**config.mk**
```make
export PLATFORM = sky130hd
export DESIGN_NAME = mem_wb_stage
export DESIGN_NICKNAME = d
export VERILOG_FILES = /design/src/rtl/mem_wb_stage_pkg.sv /design/src/rtl/mem_wb_reg.sv /design/src/rtl/mem_wb_stage.sv
export SDC_FILE = /design/constraint.sdc
export NUM_CORES = 1
export LEC_CHECK = 0
export BUFFER_PORTS_ARGS = -buffer_cell sky130_fd_sc_hd__buf_2
export CORE_MARGIN = 2
export CORE_UTILIZATION = 40
export DETAILED_ROUTE_END_ITERATION = 7
export PLACE_DENSITY_LB_ADDON = 0.1
export SLEW_MARGIN = 20
export SYNTH_ARGS = -nofsm -noshare
export SYNTH_HDL_FRONTEND = slang
export SYNTH_SLANG_ARGS = --single-unit
```
**constraint.sdc**
```tcl
create_clock -name clk -period 2 [get_ports clk]
set_input_delay 0.4 -clock clk [delete_from_list [all_inputs] [get_ports clk]]
set_output_delay 0.4 -clock clk [all_outputs]
set_load 0.005 [all_outputs]
```
**src/rtl/mem_wb_stage_pkg.sv**
```systemverilog
// Shared types for the memory-access / write-back stage: FSM states, datapath
// widths and the write-back bundle seen by the register file and forwarding.
package mem_wb_stage_pkg;
  localparam int DATA_W = 32;
  localparam int ADDR_W = 32;
  localparam int REG_W  = 4;

  typedef enum logic {IDLE, BUSY} state_t;

  typedef struct packed {
    logic              en;
    logic [REG_W-1:0]  dest;
    logic [DATA_W-1:0] data;
  } wb_t;
endpackage

```
**src/rtl/mem_wb_reg.sv**
```systemverilog
// MEM/WB pipeline register: enable is reloaded every cycle, index/data only
// change when a real write-back is loaded so bubbles keep the last value.
module mem_wb_reg #(
  parameter int DATA_W = 32,
  parameter int REG_W  = 4
) (
  input  logic              clk,
  input  logic              rst,
  input  logic              wb_en_d,
  input  logic [REG_W-1:0]  dest_d,
  input  logic [DATA_W-1:0] data_d,
  output logic              wb_en,
  output logic [REG_W-1:0]  dest,
  output logic [DATA_W-1:0] data
);
  always_ff @(posedge clk) begin
    if (rst) begin
      wb_en <= 1'b0;
      dest  <= '0;
      data  <= '0;
    end else begin
      wb_en <= wb_en_d;
      if (wb_en_d) begin
        dest <= dest_d;
        data <= data_d;
      end
    end
  end
endmodule

```
**src/rtl/mem_wb_stage.sv**
```systemverilog
// Memory-access stage + MEM/WB register. Loads/stores use a req/ready handshake
// and freeze upstream while outstanding. Optional abort timer: MEM_TIMEOUT_EN.
module mem_wb_stage
  import mem_wb_stage_pkg::*;
#(
  parameter int DATA_W  = mem_wb_stage_pkg::DATA_W,
  parameter int ADDR_W  = mem_wb_stage_pkg::ADDR_W,
  parameter int REG_W   = mem_wb_stage_pkg::REG_W,
  parameter int TIMEOUT = 16
) (
  input  logic              clk,
  input  logic              rst,
  input  logic              ex_valid,
  input  logic              ex_wb_en,
  input  logic              ex_mem_r_en,
  input  logic              ex_mem_w_en,
  input  logic [DATA_W-1:0] ex_alu_res,
  input  logic [DATA_W-1:0] ex_st_val,
  input  logic [REG_W-1:0]  ex_dest,
  output logic              freeze,
  output logic              mem_req,
  output logic              mem_we,
  output logic [ADDR_W-1:0] mem_addr,
  output logic [DATA_W-1:0] mem_wdata,
  input  logic              mem_ready,
  input  logic [DATA_W-1:0] mem_rdata,
  output logic              writeBackEn,
  output logic [REG_W-1:0]  Dest_wb,
  output logic [DATA_W-1:0] Result_WB,
  output logic              mem_err
);
  localparam int CNT_W = $clog2(TIMEOUT + 1);

  state_t            state;
  logic              is_mem;
  logic              abort;
  logic              wb_en_d;
  logic [DATA_W-1:0] wb_data_d;

  assign is_mem = ex_mem_r_en | ex_mem_w_en;

`ifdef MEM_TIMEOUT_EN
  logic [CNT_W-1:0] cnt;
  // Abort fires on the TIMEOUT-th BUSY cycle; a same-cycle ready still wins.
  assign abort = (state == BUSY) && !mem_ready && (cnt == CNT_W'(TIMEOUT - 1));
`else
  logic [CNT_W-1:0] unused_cnt_w;
  assign unused_cnt_w = CNT_W'(TIMEOUT);
  assign abort   = 1'b0;
  assign mem_err = 1'b0;
`endif

  always_comb begin
    freeze    = 1'b0;
    wb_en_d   = 1'b0;
    wb_data_d = ex_alu_res;
    case (state)
      IDLE: begin
        freeze  = ex_valid & is_mem;
        wb_en_d = ex_valid & ~is_mem & ex_wb_en;
      end
      BUSY: begin
        freeze    = ~mem_ready & ~abort;
        wb_en_d   = mem_ready & ~mem_we & ex_wb_en;
        wb_data_d = mem_rdata;
      end
      default: ;
    endcase
  end

  always_ff @(posedge clk) begin
    if (rst) begin
      state     <= IDLE;
      mem_req   <= 1'b0;
      mem_we    <= 1'b0;
      mem_addr  <= '0;
      mem_wdata <= '0;
`ifdef MEM_TIMEOUT_EN
      mem_err   <= 1'b0;
      cnt       <= '0;
`endif
    end else begin
`ifdef MEM_TIMEOUT_EN
      mem_err <= 1'b0;
`endif
      case (state)
        IDLE: begin
          if (ex_valid && is_mem) begin
            state     <= BUSY;
            mem_req   <= 1'b1;
            mem_we    <= ex_mem_w_en;
            mem_addr  <= ADDR_W'(ex_alu_res);
            mem_wdata <= ex_st_val;
`ifdef MEM_TIMEOUT_EN
            cnt       <= '0;
`endif
          end
        end
        BUSY: begin
          // Request fields stay put until completion; the next op can only
          // be accepted from IDLE, so requests never overlap.
          if (mem_ready || abort) begin
            state   <= IDLE;
            mem_req <= 1'b0;
          end
`ifdef MEM_TIMEOUT_EN
          if (abort) mem_err <= 1'b1;
          else       cnt     <= cnt + 1'b1;
`endif
        end
        default: state <= IDLE;
      endcase
    end
  end

  mem_wb_reg #(.DATA_W(DATA_W), .REG_W(REG_W)) u_wb_reg (
    .clk     (clk),
    .rst     (rst),
    .wb_en_d (wb_en_d),
    .dest_d  (ex_dest),
    .data_d  (wb_data_d),
    .wb_en   (writeBackEn),
    .dest    (Dest_wb),
    .data    (Result_WB)
  );
endmodule

```
==> key figures, run 1 <==
Outcome
  – Status: finished, final reports clean

Place
  – HPWL after DPL: 9250 um
  – RePlAce Congestion: 0.805
  – Port bufs: 210

Finish
  – P&R area growth vs syn: 32.0%
  – Layout cells sized above 1: 40.1%
  – NumNets Final: 801

Drt
  – DRC viols: 0
  – Total Wirelength: 13100 um
  – Routed len/inst: 15.6 um
  – DR vias/cell: 5.17
  – First-pass DRT Iterations: 4
  – DR vias: 4359
  – Final ANT Viol Nets: 0
  – Initial DRC count: 280

Critical path
  – Worst Setup End Kind: output pin
  – CP Class: flip-flop to output pin
  – Critical path required time: 1.60 ns
  – Worst endpoint data arrival time: 1.41 ns
  – Crit-path max FO: 18
  – Slowest cell on crit path: dfxtp_2
  – Critical-path cell list: buf_4 -> nand2b_1 -> nand2_1 -> buf_2
  – Crit path max-delay family: buffers and inverters
  – Delay of the slowest cell on the worst path: 0.41 ns
  – WP buf/inv: 2
  – Setup crit start kind: flip-flop

Yosys
  – Synth Warn #: 0
  – Gate Count Post-Synth: 508
  – #FFs+latches synth: 104
  – Syn Nets: 615
  – Syn avg cell area: 9.12 um2
  – Seq/Total Area, Yosys: 44.9%
  – Mapped cell area: 4630 um2
  – Cell variety after synth: 26

Clocking
  – CTS H-Tree Depth: 3
  – Clk slew on worst S/H paths: 0.07 ns
  – Worst-Skew Late Latency: 0.34 ns
  – CTS root buf: clkbuf_16
  – CTS tree: built
  – Setup repair bufs after CTS: 0
  – Clock sink count: 104
  – Clk buf depth: 2
  – CTS Hold Bufs: 0
  – Num CTS Buffers: 9
  – Post_cts resized: 0

Global routing
  – Via count of the first global-routing pass: 4093
  – Largest net degree at the start of global routing: 59
  – Initial antenna violation count: 0
  – First-pass GRT wire length: 20600 um
  – GRT Util Overall: 20.3%
  – Total grt overflow: 0

STA
  – Min Clock Period, post-route: 1.81 ns
  – Fin crit share: 90.6%
  – Worst hold slack: 0.305 ns
  – Final Hold Fails: 0
  – Max Freq: 552 MHz
  – RSZ-0062 raised after global routing: no
  – Clock skew: 0.00773 ns
  – Fin. max-slew vios: 0
  – Final setup fails: 0
  – Setup TNS: 0 ns

Floorplanning
  – # IOs: 212
  – Core box area: 11400 um2
  – Die Y-Extent: 112 um
  – FP Rows: 39
  – Chip width: 112 um
  – Total die area: 12500 um2
  – Starting density of the core: 40.8%

Power and ir drop
  – PwrDens: 794 nW/um2
  – Maximum vdd drop: 0.000385 V
  – Cell-internal power: 3.65 mW
  – Leakage power total: 2.88 nW
  – Gate power share: 15.1%
  – Share of total power in sequential cells: 45.9%
  – Clock share of power: 39.0%
  – Psw: 1.20 mW
  – Sw Share: 24.7%

Hold path
  – Hold Crit Class: input port to flip-flop

Run
  – Max-Cap Viols: 0
cell usage after synthesis (all sizes together):
library cell / instances / area share, %
dfxtp: 104 / 45
a21oi: 67 / 7.2
o21ai: 66 / 7.4
nand3: 64 / 6.9
mux2i: 36 / 7.8
nor2: 34 / 2.8
nor2b: 33 / 4.5
mux2: 32 / 10
clkbuf: 27 / 2.3
buf: 24 / 3.2
nand2b: 10 / 1.3
nand2: 5 / 0.41
and3b: 1 / 0.27
conb: 1 / 0.081
inv: 1 / 0.081
nor4b: 1 / 0.51
o21a: 1 / 0.16
or2: 1 / 0.14
routing by layer:
| metal | wire, um | part of all wire (%) | GRT usage, % |
|---|---|---|---|
| met5 | 0 | 0 | 0 |
| met4 | 210 | 1.6 | 7.41 |
| met3 | 1010 | 7.7 | 4.90 |
| met2 | 5940 | 45 | 31.8 |
| met1 | 5970 | 45 | 27.4 |
final timing paths:
kind                            cells after the start           end          from  slack [ns]
worst max-delay path                                4        freeze         state        0.19
worst min-delay path                                3  mem_wdata[6]  ex_st_val[6]        0.30
worst min register to register                      2       mem_req       mem_req        0.46
worst max register to register                      5   mem_addr[4]         state        0.46
worst min-delay path, cell delays in order:
cell,delay (ns)
buf_2,0.10
nand3_1,0.05
a21oi_1,0.05
per-stage QoR:
stage / cell area [um2] / std cells / total power, mW / setup slack [ns] / utilization, %
2_1_floorplan: 4630 / 508 / 2.68 / 0.518 / -
3_3_place_gp: 5790 / 826 / 3.00 / 0.308 / 50.9
3_5_place_dp: 5790 / 826 / 3.01 / 0.288 / 50.9
4_1_cts: 6110 / 842 / 4.92 / 0.148 / 53.8
5_1_grt: 6110 / 842 / 5.07 / 0.0946 / 53.8
6_report: 6120 / 843 / 4.85 / 0.187 / 53.8
layout by cell type, fill, tap and decap left out:
cell type   Yosys  final
nor4b_4         1      1
diode_2         0      1
or2_2           1      1
inv_1           1      1
and3b_4         1      1
nor2b_1        33     32
clkinvlp_4      0      2
o21a_1          1      1
clkinv_2        0      1
nand2b_1       10      9
clkbuf_16       0      9
nor2_4          0      1
o21ai_0        57     57
mux2_4         29     29
o21ai_1         8      8
buf_4           2     14
o21ai_4         1      1
clkbuf_1       23      1
buf_12          0      3
buf_2          15    209
conb_1          1      1
mux2i_1        36     36
dfxtp_2         0      1
mux2_1          1      1
nor2b_4         0      1
dfxtp_1       104    103
nor2_1         34     33
a21oi_1        67     67
mux2_2          2      2
bufinv_16       0      2
nand2_1         5      5
clkbuf_8        0      1
nand3_1        64     64
nand2b_2        0      1
layout make-up:
| class | count | area, um2 |
|---|---|---|
| clock inverters | 5 | 80.1 |
| well taps | 143 | 179 |
| repair buffers | 226 | 1210 |
| diodes | 1 | 2.50 |
| inverters | 1 | 3.75 |
| fillers | 1083 | 5250 |
| flip-flops and latches | 104 | 2080 |
| multi-input cells | 352 | 2310 |
| clock buffers | 11 | 243 |
power by group through the flow:
| stage | Sequential [mW] | Combinational [mW] | Clock, mW |
|---|---|---|---|
| 2_1_floorplan | 2.28 | 0.400 | 0 |
| 3_3_place_gp | 2.27 | 0.724 | 0 |
| 3_5_place_dp | 2.28 | 0.736 | 0 |
| 4_1_cts | 2.23 | 0.738 | 1.95 |
| 5_1_grt | 2.24 | 0.806 | 2.02 |
| 6_report | 2.23 | 0.733 | 1.89 |
cells by family (layout without fill, tap and decap cells):
kind of cell / after synthesis / count (layout) / synth area share [%]
AND/OR/NAND/NOR: 149 / 149 / 16.8
flip-flops: 104 / 104 / 44.9
other: 1 / 2 / 0.0809
buffers and inverters: 52 / 243 / 5.53
AO/OA/AOI/OAI: 134 / 134 / 14.8
multiplexers: 68 / 68 / 17.9
state kept, by name, indices dropped and copies added, names as in the netlist:
signal and count:
u_wb_reg.data 32, mem_req 1, state 1, mem_addr 32, u_wb_reg.wb_en 1, u_wb_reg.dest 4, mem_wdata 32, mem_we 1
Power figures use the tool's default switching activity.
==> run 2: changes to the inputs <==
--- a/config.mk
+++ b/config.mk
@@ -9,6 +9,7 @@
 export CORE_MARGIN = 2
 export CORE_UTILIZATION = 40
 export DETAILED_ROUTE_END_ITERATION = 7
+export MAX_ROUTING_LAYER = met4
 export PLACE_DENSITY_LB_ADDON = 0.1
 export SLEW_MARGIN = 20
 export SYNTH_ARGS = -nofsm -noshare
==> constraint.sdc (replaced) <==
create_clock -name clk -period 2.02 [get_ports clk]
set_input_delay 0.404 -clock clk [delete_from_list [all_inputs] [get_ports clk]]
set_output_delay 0.404 -clock clk [all_outputs]
set_load 0.005 [all_outputs]
==> run 2 against run 1 <==
Against the previous run: critical path depth unchanged; combinational power decreased by 0.8%; worst hold slack improved by 0.0078 ns; sequential cell count unchanged; clock power about the same; register-to-register slack improved by 0.03 ns; clock skew decreased by 0.0018 ns; largest power group unchanged; count of clock-buffer cells in the layout decreased by 1; sequential share of layout area about the same; critical path type unchanged; via count decreased by 1.2%; total power decreased by 1.2%; highest routed layer unchanged; routed wire length about the same; largest cell class unchanged.
==> key figures, run 2 (synthesized netlist as in run 1, its figures left out) <==
Outcome
  – Status: finished, final reports clean

Floorplanning
  – Chip width: 112 um
  – Starting density of the core: 40.8%
  – Total die area: 12500 um2
  – Core box area: 11400 um2
  – Die Y-Extent: 112 um
  – FP Rows: 39
  – # IOs: 212

Critical path
  – Setup crit start kind: flip-flop
  – Worst endpoint data arrival time: 1.39 ns
  – Critical path required time: 1.62 ns
  – RR Startpoint: state
  – Crit-path max FO: 18
  – CP Class: flip-flop to output pin
  – R2R depth: 5
  – Worst Setup End Kind: output pin
  – R2R setup slack: 0.49 ns
  – Reg-to-reg endpoint: mem_wdata[26]

Place
  – Placed cells: 826
  – HPWL after DPL: 9280 um
  – RePlAce Congestion: 0.817
  – Port bufs: 210

Power and ir drop
  – PwrDens: 784 nW/um2
  – Total power draw: 4.80 mW
  – Maximum vdd drop: 0.000500 V
  – Leakage power total: 2.89 nW

Finish
  – Layout cells sized above 1: 40.2%
  – P&R area growth vs syn: 31.9%
  – NumNets Final: 801
  – Commonest non-fill, non-tap cell in the layout: buf_2
  – Most frequent cells in the layout: buf_2 (209), dfxtp_1 (103), a21oi_1 (67)
  – Top flop regs: mem_addr: 32 flops, mem_wdata: 32 flops, u_wb_reg.data: 32 flops
  – Filler cell count: 1097
  – Cell Count, Final, Fillers Out: 843

Clocking
  – CTS H-Tree Depth: 3
  – Clk slew on worst S/H paths: 0.07 ns
  – Setup repair bufs after CTS: 0
  – CTS tree: built
  – Clock sink count: 104
  – CTS root buf: clkbuf_16
  – Clk buf depth: 2
  – Post_cts resized: 0
  – Num CTS Buffers: 9
  – Worst-Skew Late Latency: 0.34 ns
  – CTS Hold Bufs: 0

STA
  – Clock skew: 0.00592 ns
  – Max Freq: 558 MHz
  – Fin. max-slew vios: 0
  – Final setup fails: 0
  – Final Hold Fails: 0
  – Setup TNS: 0 ns
  – RSZ-0062 raised after global routing: no
  – Fin crit share: 88.8%
  – Min Clock Period, post-route: 1.79 ns

Drt
  – DR vias: 4308
  – First-pass DRT Iterations: 4
  – Total Wirelength: 13100 um
  – DRC viols: 0
  – DR vias/cell: 5.11
  – Routed len/inst: 15.6 um
  – Final ANT Viol Nets: 0
  – Initial DRC count: 267

Global routing
  – Largest net degree at the start of global routing: 59
  – Initial antenna violation count: 1
  – GRT Util Overall: 21.1%
  – Via count of the first global-routing pass: 4147
  – First-pass GRT wire length: 20900 um
  – Total grt overflow: 0

Hold path
  – Hold Crit Class: input port to flip-flop
  – Min-delay src: ex_st_val[2]
  – Worst Hold Depth: 3
  – Hold EP: mem_wdata[2]

Run
  – Max-Cap Viols: 0
## run 2: worst max path at each step
stage                start                 to
2_1_floorplan  ex_mem_w_en   u_wb_reg.data[8]
3_3_place_gp   ex_mem_w_en  u_wb_reg.data[14]
3_5_place_dp   ex_mem_w_en   u_wb_reg.data[4]
4_1_cts              state             freeze
5_1_grt              state             freeze
6_report             state             freeze
## run 2: per-layer routing
metal	vias up	global-route usage, %	routed length, um
li1	2131	-	-
met1	2007	29.0	6180
met2	157	31.4	5890
met3	13	4.03	876
met4	0	6.58	180
met5	-	-	0
## run 2: final cells by class
class                           count  area (um2)  share of cell area, %
Antenna cell                        1        2.50                 0.0409
Clock buffer                       10         239                   3.91
Clock inverter                      6        82.6                   1.35
Inverter                            1        3.75                 0.0614
Multi-Input combinational cell    352        2310                   37.8
Sequential cell                   104        2080                   34.1
Tap cell                          143         179                   2.93
Timing Repair Buffer              226        1210                   19.8
## run 2: per-stage QoR
step	instance area (um2)	worst slack, ns	util [%]	hold WS [ns]
final	6110	0.227	53.8	0.313
after CTS	6110	0.186	53.8	0.302
after floorplan	4630	0.534	-	0.453
after global placement	5790	0.324	50.9	0.446
after detailed placement	5790	0.315	50.9	0.450
after global routing	6110	0.117	53.8	0.317
## run 2: worst max-delay path, cell delays in order (launching register included)
cell,delay [ns]
dfxtp_2,0.41
buf_4,0.33
nand2b_1,0.12
nand2_1,0.08
buf_2,0.11
## run 2: power breakdown
group	switching, mW	internal [mW]
clock network	0.749	1.11
logic	0.387	0.341
registers	0.0485	2.16
total	1.18	3.61
==> run 3: changes to the inputs <==
--- a/config.mk
+++ b/config.mk
@@ -5,7 +5,9 @@
 export SDC_FILE = /design/constraint.sdc
 export NUM_CORES = 1
 export LEC_CHECK = 0
+export ABC_AREA = 1
 export BUFFER_PORTS_ARGS = -buffer_cell sky130_fd_sc_hd__buf_2
+export CAP_MARGIN = 20
 export CORE_MARGIN = 2
 export CORE_UTILIZATION = 40
 export DETAILED_ROUTE_END_ITERATION = 7
==> run 3 against run 2 <==
Against the previous run: worst hold slack got worse by 0.040 ns; register-to-register slack gained 0.04 ns; non-clock buffer count decreased by 8; combinational power grew 12%; sequential power is 3% higher; synthesized cell count up 20%; total power shrank 7.0%; global-route usage up 0.14 points; clock power decreased by 27%; sequential cell count unchanged; cell count up 11%; critical endpoint unchanged; largest cell class is now registers.
==> key figures, run 3 <==
Finish
  – Most frequent cells in the layout: buf_2 (210), nor2_1 (166), nand2_1 (107)
  – NumNets Final: 898
  – Top flop regs: mem_addr: 32 flops, mem_wdata: 32 flops, u_wb_reg.data: 32 flops
  – P&R area growth vs syn: 29.0%
  – Antenna Cells: 0
  – Layout cells sized above 1: 30.1%
  – Commonest non-fill, non-tap cell in the layout: buf_2
  – Cell Count, Final, Fillers Out: 935
  – Final Util: 52.5%

STA
  – Setup TNS: 0 ns
  – Fin crit share: 90.0%
  – Final setup fails: 0
  – Fin. max-slew vios: 0
  – Min Clock Period, post-route: 1.82 ns
  – Final Hold Fails: 0
  – Max transition margin: 56.3%
  – Least-Margin Pin Slew: 0.655 ns
  – RSZ-0062 raised after global routing: no
  – Max Freq: 550 MHz
  – Clock skew: 0.0139 ns

Yosys
  – EDFF count, synth: 0
  – Most common cell in the netlist: nor2_1
  – Mapped cell area: 4370 um2
  – List of most frequent post-synthesis cells: nor2_1 (166), nand2_1 (107), dfxtp_1 (104), o21ai_0 (48), a21oi_1 (39)
  – Yosys top cell area share: 47.6%
  – Top post-synthesis cells by area: dfxtp_1 (48%), nor2_1 (14%), nand2_1 (9.2%)
  – #FFs+latches synth: 104
  – Cell variety after synth: 23
  – Share of flip-flops with an asynchronous set or reset: 0%
  – Gate Count Post-Synth: 608
  – Seq/Total Area, Yosys: 47.6%
  – Syn Nets: 715
  – Most used DFF post-synth: dfxtp_1
  – Syn avg cell area: 7.19 um2
  – Leading area contributor after synthesis: dfxtp_1
  – Synth Warn #: 0

Global routing
  – Met2 usage in global routing: 33.4%
  – Most Crowded Layer GR: met2
  – M1 GR Usage: 25.8%
  – First-pass GRT wire length: 19100 um
  – Largest net degree at the start of global routing: 74
  – Via count of the first global-routing pass: 4081
  – Total grt overflow: 0
  – GR met3 Demand/Resource: 4.34%
  – GRT Util Overall: 21.2%
  – Initial antenna violation count: 0

Power and ir drop
  – Clock share of power: 30.5%
  – Total power draw: 4.46 mW
  – Share of total power in sequential cells: 51.2%
  – Psw: 1.23 mW
  – Sw Share: 27.5%
  – Maximum vdd drop: 0.000457 V
  – Cell-internal power: 3.23 mW
  – PwrDens: 790 nW/um2
  – Leakage power total: 2.81 nW
  – Gate power share: 18.3%

Place
  – Placed cells: 920
  – HPWL after DPL: 8460 um
  – Port bufs: 210
  – RePlAce Congestion: 0.821

Clocking
  – Clock sink count: 104
  – Num CTS Buffers: 9
  – CTS root buf: clkbuf_8
  – Clk buf depth: 2
  – Worst-Skew Late Latency: 0.37 ns
  – Clk slew on worst S/H paths: 0.09 ns
  – CTS Hold Bufs: 0
  – CTS tree: built
  – Post_cts resized: 0
  – Setup repair bufs after CTS: 0
  – CTS H-Tree Depth: 3

Drt
  – Final ANT Viol Nets: 0
  – DR vias/cell: 4.73
  – Total Wirelength: 12300 um
  – Routed len/inst: 13.2 um
  – Initial DRC count: 212
  – DR vias: 4423
  – First-pass DRT Iterations: 4
  – DRC viols: 0

Floorplanning
  – Core box area: 10700 um2
  – Chip width: 109 um
  – FP Rows: 38
  – Total die area: 11800 um2
  – # IOs: 212
  – Die Y-Extent: 109 um
  – Starting density of the core: 40.7%

Outcome
  – Status: finished, final reports clean

Critical path
  – Crit-path max FO: 6
  – Setup crit start kind: flip-flop
  – Worst endpoint data arrival time: 1.41 ns
  – Worst Setup End Kind: output pin
  – Critical path required time: 1.62 ns
  – CP Class: flip-flop to output pin

Run
  – Max-Cap Viols: 0

Hold path
  – Hold Crit Class: input port to flip-flop
==> run 3: area by class of cell <==
type | count | area [um2]
well taps | 140 | 175
flip-flops and latches | 104 | 2080
multi-input cells | 450 | 1990
fillers | 1130 | 5100
repair buffers | 218 | 1160
clock buffers | 12 | 165
inverters | 8 | 32.5
clock inverters | 3 | 40.0
==> run 3: logic make-up after synthesis <==
| family | after synthesis | share of synthesized area, % |
|---|---|---|
| and+or+nand+nor | 345 | 33.2 |
| AOI/OAI and AO/OA | 104 | 12.2 |
| DFF | 104 | 47.6 |
| buffers and inverters | 54 | 7.01 |
| other | 1 | 0.0857 |
==> run 3: worst paths after layout <==
path,endpoint,startpoint,slack (ns),cells past startpoint
setup / recovery,freeze,state,0.20,4
hold reg to reg,mem_req,mem_req,0.47,2
setup reg to reg,u_wb_reg.data[26],state,0.53,6
hold / removal,u_wb_reg.wb_en,rst,0.27,2
==> run 3: routing by layer <==
layer / wire, um / share of wire [%]
met5: 0 / 0
met4: 349 / 2.8
met3: 886 / 7.2
met2: 5610 / 46
met1: 5450 / 44
==> run 3: critical path: stages (launching register included) <==
cell     delay, ns
dfxtp_1       0.55
inv_2         0.06
or2_0         0.22
nand2_1       0.09
buf_2         0.13
==> run 3: stage by stage <==
| stage | hold WS, ns | cell area [um2] | setup slack [ns] |
|---|---|---|---|
| after CTS | 0.249 | 5640 | 0.167 |
| after floorplan | 0.454 | 4370 | 0.621 |
| after global placement | 0.450 | 5440 | 0.506 |
| final | 0.273 | 5640 | 0.202 |
| after detailed placement | 0.457 | 5440 | 0.436 |
| after global routing | 0.267 | 5640 | 0.110 |
==> run 3: power groups by stage <==
stage | clock network (mW) | registers [mW] | logic [mW]
3_5_place_dp | 0 | 2.33 | 0.825
5_1_grt | 1.48 | 2.30 | 0.934
6_report | 1.36 | 2.28 | 0.816
2_1_floorplan | 0 | 2.34 | 0.468
3_3_place_gp | 0 | 2.32 | 0.811
4_1_cts | 1.41 | 2.28 | 0.827
